$ cat config.mk
export PLATFORM = sky130hd
export DESIGN_NAME = seg7_scan_reader
export DESIGN_NICKNAME = d
export VERILOG_FILES = /design/src/rtl/seg7_scan_reader_pkg.sv /design/src/rtl/seg7_scan_reader_decode.sv /design/src/rtl/seg7_scan_reader.sv
export SDC_FILE = /design/constraint.sdc
export NUM_CORES = 1
export LEC_CHECK = 0
export BUFFER_PORTS_ARGS = -buffer_cell sky130_fd_sc_hd__buf_4
export CAP_MARGIN = 20
export CORE_AREA = 3 3 77 64
export CTS_CLUSTER_SIZE = 40
export DETAILED_ROUTE_END_ITERATION = 16
export DIE_AREA = 0 0 80 67
export PLACE_DENSITY = 0.87
export SKIP_CTS_REPAIR_TIMING = 1
export SYNTH_ARGS = -nofsm -noshare
export SYNTH_HDL_FRONTEND = slang
export SYNTH_SLANG_ARGS = --single-unit
export TNS_END_PERCENT = 50
$ cat constraint.sdc
create_clock -name clk -period 3.2 [get_ports clk]
set_input_delay 0.16 -clock clk [delete_from_list [all_inputs] [get_ports clk]]
set_output_delay 0.16 -clock clk [all_outputs]
set_load 0.01 [all_outputs]
$ cat src/rtl/seg7_scan_reader_pkg.sv
// Shared types and constants for the multiplexed 7-segment scanner:
// FSM states, digit-byte field positions and the hex glyph table.
`timescale 1ns/1ps
package seg7_scan_reader_pkg;

    typedef enum logic [1:0] {
        IDLE  = 2'd0,
        FETCH = 2'd1,
        LATCH = 2'd2
    } state_t;

    localparam int VALUE_LSB = 0;
    localparam int VALUE_W   = 4;
    localparam int BLANK_BIT = 4;
    localparam int DP_BIT    = 7;
    localparam int LANE_W    = 8;

    // Active-high {g,f,e,d,c,b,a}
    function automatic logic [6:0] hex_glyph(input logic [3:0] v);
        logic [6:0] g;
        case (v)
            4'h0: g = 7'h3F;
            4'h1: g = 7'h06;
            4'h2: g = 7'h5B;
            4'h3: g = 7'h4F;
            4'h4: g = 7'h66;
            4'h5: g = 7'h6D;
            4'h6: g = 7'h7D;
            4'h7: g = 7'h07;
            4'h8: g = 7'h7F;
            4'h9: g = 7'h6F;
            4'hA: g = 7'h77;
            4'hB: g = 7'h7C;
            4'hC: g = 7'h39;
            4'hD: g = 7'h5E;
            4'hE: g = 7'h79;
            default: g = 7'h71;
        endcase
        return g;
    endfunction

endpackage

$ cat src/rtl/seg7_scan_reader_decode.sv
// Combinational digit decode: {blank, hex value} -> active-high segments.
`timescale 1ns/1ps
module seg7_scan_reader_decode
    import seg7_scan_reader_pkg::*;
(
    input  logic       blank,
    input  logic [3:0] value,
    output logic [6:0] seg
);

    always_comb begin
        seg = blank ? 7'h00 : hex_glyph(value);
    end

endmodule

$ cat src/rtl/seg7_scan_reader.sv
// Multiplexed 7-segment driver: fetches one digit byte per scan slot from
// RAM port B, decodes it and drives time-multiplexed anodes with a dark gap.
`timescale 1ns/1ps
module seg7_scan_reader
    import seg7_scan_reader_pkg::*;
#(
    parameter int ADDRESS_WIDTH  = 5,
    parameter int BASE_ADDR      = 0,
    parameter int NUM_DIGITS     = 8,
    parameter int SCAN_DIV       = 50000,
    parameter int SEG_ACTIVE_LOW = 1,
    parameter int AN_ACTIVE_LOW  = 1,
    localparam int IW = $clog2(NUM_DIGITS)
) (
    input  logic                     clk,
    input  logic                     resetn,
    input  logic                     enable,
    output logic [ADDRESS_WIDTH-1:0] addrb,
    output logic                     renb,
    input  logic [31:0]              doutb,
    output logic [6:0]               seg,
    output logic                     dp,
    output logic [NUM_DIGITS-1:0]    an,
    output logic [IW-1:0]            digit_idx,
    output logic                     frame_tick
);

    localparam int AW = ADDRESS_WIDTH;
    localparam int PW = $clog2(SCAN_DIV);
    localparam logic [6:0]            SEG_OFF = (SEG_ACTIVE_LOW != 0) ? 7'h7F : 7'h00;
    localparam logic                  DP_OFF  = (SEG_ACTIVE_LOW != 0);
    localparam logic [NUM_DIGITS-1:0] AN_OFF  = (AN_ACTIVE_LOW != 0) ? {NUM_DIGITS{1'b1}} : '0;
    localparam logic [IW-1:0]         LAST    = IW'(NUM_DIGITS - 1);

    state_t                state, state_d;
    logic [PW-1:0]         presc;
    logic                  tick;
    logic [IW-1:0]         nxt_idx, nxt_d;
    logic [AW-1:0]         idx_ext, word_addr;
    logic [1:0]            lane;
    logic [4:0]            lane_low;
    logic                  lane_dp;
    logic [6:0]            seg_hi, seg_lit;
    logic [NUM_DIGITS-1:0] onehot, an_lit;

    logic [AW-1:0]         addrb_d;
    logic                  renb_d, dp_d, ft_d;
    logic [6:0]            seg_d;
    logic [NUM_DIGITS-1:0] an_d;
    logic [IW-1:0]         idx_d;

    // Free-running slot timer; parked at zero while disabled so re-enable waits a full slot
    assign tick = enable && (presc == PW'(SCAN_DIV - 1));

    always_ff @(posedge clk or negedge resetn) begin
        if (!resetn)              presc <= '0;
        else if (!enable || tick) presc <= '0;
        else                      presc <= presc + 1'b1;
    end

    // Digit idx lives in byte lane idx%4 of the word at BASE_ADDR + 4*(idx/4)
    assign idx_ext   = AW'(nxt_idx);
    assign word_addr = AW'(BASE_ADDR) + (idx_ext & ~AW'(3));
    assign lane      = nxt_idx[1:0];
    assign lane_low  = doutb[LANE_W*lane +: 5];
    assign lane_dp   = doutb[LANE_W*lane + DP_BIT];

    seg7_scan_reader_decode u_decode (
        .blank (lane_low[BLANK_BIT]),
        .value (lane_low[VALUE_LSB +: VALUE_W]),
        .seg   (seg_hi)
    );

    assign seg_lit = (SEG_ACTIVE_LOW != 0) ? ~seg_hi : seg_hi;
    assign onehot  = NUM_DIGITS'(1) << nxt_idx;
    assign an_lit  = (AN_ACTIVE_LOW != 0) ? ~onehot : onehot;

    always_comb begin
        state_d = state;
        renb_d  = 1'b0;
        addrb_d = addrb;
        seg_d   = seg;
        dp_d    = dp;
        an_d    = an;
        idx_d   = digit_idx;
        nxt_d   = nxt_idx;
        ft_d    = 1'b0;
        case (state)
            IDLE: begin
                if (tick) begin
                    state_d = FETCH;
                    renb_d  = 1'b1;
                    addrb_d = word_addr;
                    an_d    = AN_OFF;
                end else if (!enable) begin
                    seg_d = SEG_OFF;
                    dp_d  = DP_OFF;
                    an_d  = AN_OFF;
                end
            end
            FETCH: begin
                state_d = LATCH;
                an_d    = AN_OFF;
            end
            LATCH: begin
                // The read always completes; a disable only keeps the display dark
                state_d = IDLE;
                idx_d   = nxt_idx;
                nxt_d   = (nxt_idx == LAST) ? '0 : nxt_idx + 1'b1;
                ft_d    = (nxt_idx == LAST);
                if (enable) begin
                    seg_d = seg_lit;
                    dp_d  = lane_dp ? ~DP_OFF : DP_OFF;
                    an_d  = an_lit;
                end else begin
                    seg_d = SEG_OFF;
                    dp_d  = DP_OFF;
                    an_d  = AN_OFF;
                end
            end
            default: state_d = IDLE;
        endcase
    end

    always_ff @(posedge clk or negedge resetn) begin
        if (!resetn) begin
            state      <= IDLE;
            nxt_idx    <= '0;
            renb       <= 1'b0;
            addrb      <= '0;
            seg        <= SEG_OFF;
            dp         <= DP_OFF;
            an         <= AN_OFF;
            digit_idx  <= '0;
            frame_tick <= 1'b0;
        end else begin
            state      <= state_d;
            nxt_idx    <= nxt_d;
            renb       <= renb_d;
            addrb      <= addrb_d;
            seg        <= seg_d;
            dp         <= dp_d;
            an         <= an_d;
            digit_idx  <= idx_d;
            frame_tick <= ft_d;
        end
    end

endmodule
==> flow_summary.toml <==
[status]
outcome = "complete, no violations"

[synth]
synth_fa_ha_area_share_pct = 6.81
synthMuxAreaShare_pct = 9.54
syn_inst = 221
synth_top_family_by_area = "simple AND/OR/NAND/NOR gates"
synth-simple-area-share_pct = 18.2
ys_ff_latch = 43
synthDistinctLibCells = 45
synth-seq-area-share_pct = 45.9
async_flop_share_pct = 100
synth_edf_count = 0
synth_xor_area_share_pct = 3.67
ys.flop_type = "dfrtp_1"
syn_area_per_cell_um2 = 10.8
yosys_warnings = 0
netlist_area_um2 = 2390
synth_compound_area_share_pct = 11.3

[clock_tree]
cts_htree_levels = 2
cts_buffers = 5
clkSinkCount = 43
clockBufferDepth = 2
clock_latency_ns = 0.28
cts_root_buf = "clkbuf_8"
cts.reportedPaths.clkPinSlew_ns = 0.08
cts_tree = "done"

[pwr]
power_switching_mw = 0.226
seqPwrFrac_pct = 56.7
p_comb_share_pct = 9.2
ir_worst_vdd_v = 0.000260
p_per_area_nw_per_um2 = 339
switching_share_pct = 23.3
clkPwrFrac_pct = 34.1
intPower_mw = 0.744
fin_total_pwr_mw = 0.970
power.leakage_nw = 1.27

[final_layout]
num_antenna_cells = 0
final_common_cell = "buf_4"
nets = 315
mostFrequentLayoutCells = "buf_4, dfrtp_1, nor2_1"
drive_gt1_share_pct = 31.3
syn2layout_area_growth_pct = 19.9

[timing]
min_period_ns = 2.16
setup_viol = 0
relSlewSlack_pct = 60.4
min_period_over_period_pct = 67.5
worstMarginPinSlew_ns = 0.594
fin_hold_ws_ns = 0.126
setup_slack_ns = 1.04
drv_slew = 0
fin_setup_tns_ns = 0
clock_skew_ns = 0.00294
timing_hold_violations_final = 0
max_freq_ghz = 0.463
rsz0062_at_grt = "false"

[drt]
route.detailed.drc = 0
wl_per_cell_um = 15.2
ant_nets = 0
dr.pass1.iters = 4
via_per_inst = 5.47
drtIter0Drc = 131
drt-total-wl_um = 4940
vias = 1779

[run]
maxCapViolations = 0

[critical_path]
crit_path_end_kind = "register"
max_stage_delay_ns = 0.64
crit_slowest_cell = "dfrtp_1"
rrSetupSlack_ns = 1.04
r2r_cells = 5
crit_required_ns = 3.41
regToRegEndpoint = "seg[4]"
path_class = "register to register"
critPathArrivalTime_ns = 2.37
cp_max_fo = 10
reg2reg_from = "nxt_idx[0]"
cpLargestDelayFamily = "multiplexers"
crit_buf_inv = 0
crit_chain = "mux4_2 -> ha_1 -> mux2i_1 -> nor2_1 -> o32a_1"
start_kind = "register"

[hold_path]
worstHoldStart = "enable"
whs_endpoint = "dp"
min_path_type = "input port to register"
whs_path_depth = 2

[die]
core-area_um2 = 4200
die_area_um2 = 5360
start_util_pct = 56.8
io-pin-count = 61
fp.dieW_um = 80
rows = 21
die_y_um = 67

[global_routing]
antenna_found_initial = 0
first_global_vias = 1734
grt_pass1_wl_um = 8450
grt_max_degree = 44
grt_remaining_overflow = 0
grt_usage_pct = 20.2

[place]
dp_slack_ns = 1.03
hpwlAfterDp_um = 3630
numPortBuffers = 48
gp_congestion = 0.858
[cell families after synthesis]
| family | count (synthesis) |
|---|---|
| AND/OR/NAND/NOR | 79 |
| flip-flops | 43 |
| AO/OA/AOI/OAI | 37 |
| buffers and inverters | 23 |
| multiplexers | 15 |
| adder cells (fa/ha/maj) | 13 |
| XOR/XNOR | 10 |
| other | 1 |
[final cells by class]
cell class                      instances  area [µm²]
Multi-Input combinational cell        158        1200
Fill cell                             317        1340
Clock buffer                            6        72.6
Tap cell                               57        71.3
Clock inverter                          2        12.5
Inverter                                9        33.8
Timing Repair Buffer                   50         378
Sequential cell                        43        1100
[power groups by stage]
stage	Sequential (mW)	Clock, mW	Combinational [mW]
floorplan	0.560	0	0.0488
global placement	0.560	0	0.0863
detailed placement	0.560	0	0.0891
CTS	0.550	0.341	0.0893
global route	0.551	0.366	0.0994
finish	0.550	0.330	0.0896
[sequential cells by signal (all words and copies together) (netlist names)]
signal	flops
frame_tick	1
an	8
presc	16
nxt_idx	3
state	2
digit_idx	3
dp	1
addrb	1
renb	1
seg	7
[layer usage]
metal	share of wire (%)	GRT usage, %	vias up
li1	-	-	868
met1	47	28.1	870
met5	0	0	-
met3	4.0	4.19	2
met2	48	31.9	39
met4	0.49	5.91	0
[cells in the mapped netlist (2+ instances only)]
master	instances	area [µm²]
a2bb2oi_1	8	70.1
nor3b_1	2	15.0
mux2i_1	7	70.1
o21ai_1	2	10.0
a21oi_1	9	45.0
nor3_1	2	10.0
or3_1	4	25.0
nand2b_1	2	12.5
ha_1	13	163
and2_1	2	12.5
xnor2_1	3	26.3
nor2_1	18	67.6
or2_2	2	12.5
inv_1	9	33.8
nor4_1	3	18.8
buf_2	3	15.0
dfstp_2	16	420
nand3b_1	4	30.0
mux4_2	6	135
xor2_1	7	61.3
dfrtp_1	27	676
and3_1	7	43.8
o32a_1	3	30.0
o21ai_0	8	40.0
nand3_1	6	30.0
nand4_1	3	18.8
nand2_1	13	48.8
nor2b_1	6	37.5
clkbuf_1	7	26.3
buf_4	4	30.0
[per-stage QoR]
stage,util [%],cells,area (µm²)
after floorplan,-,224,2400
after global placement,65.8,316,2770
after detailed placement,65.8,316,2770
after CTS,67.8,324,2850
after global routing,68.1,325,2860
final,68.1,325,2860
[how the worst max path moves through the flow]
stage	cells after the start	slack [ns]	end	start
6_report	5	1.04	seg[4]	nxt_idx[0]
4_1_cts	7	1.01	seg[3]	nxt_idx[0]
5_1_grt	7	0.83	seg[3]	nxt_idx[0]
3_3_place_gp	7	1.07	seg[1]	nxt_idx[0]
3_5_place_dp	5	1.03	seg[4]	nxt_idx[0]
2_1_floorplan	6	1.25	seg[4]	nxt_idx[0]
Power figures use the tool's default switching activity.
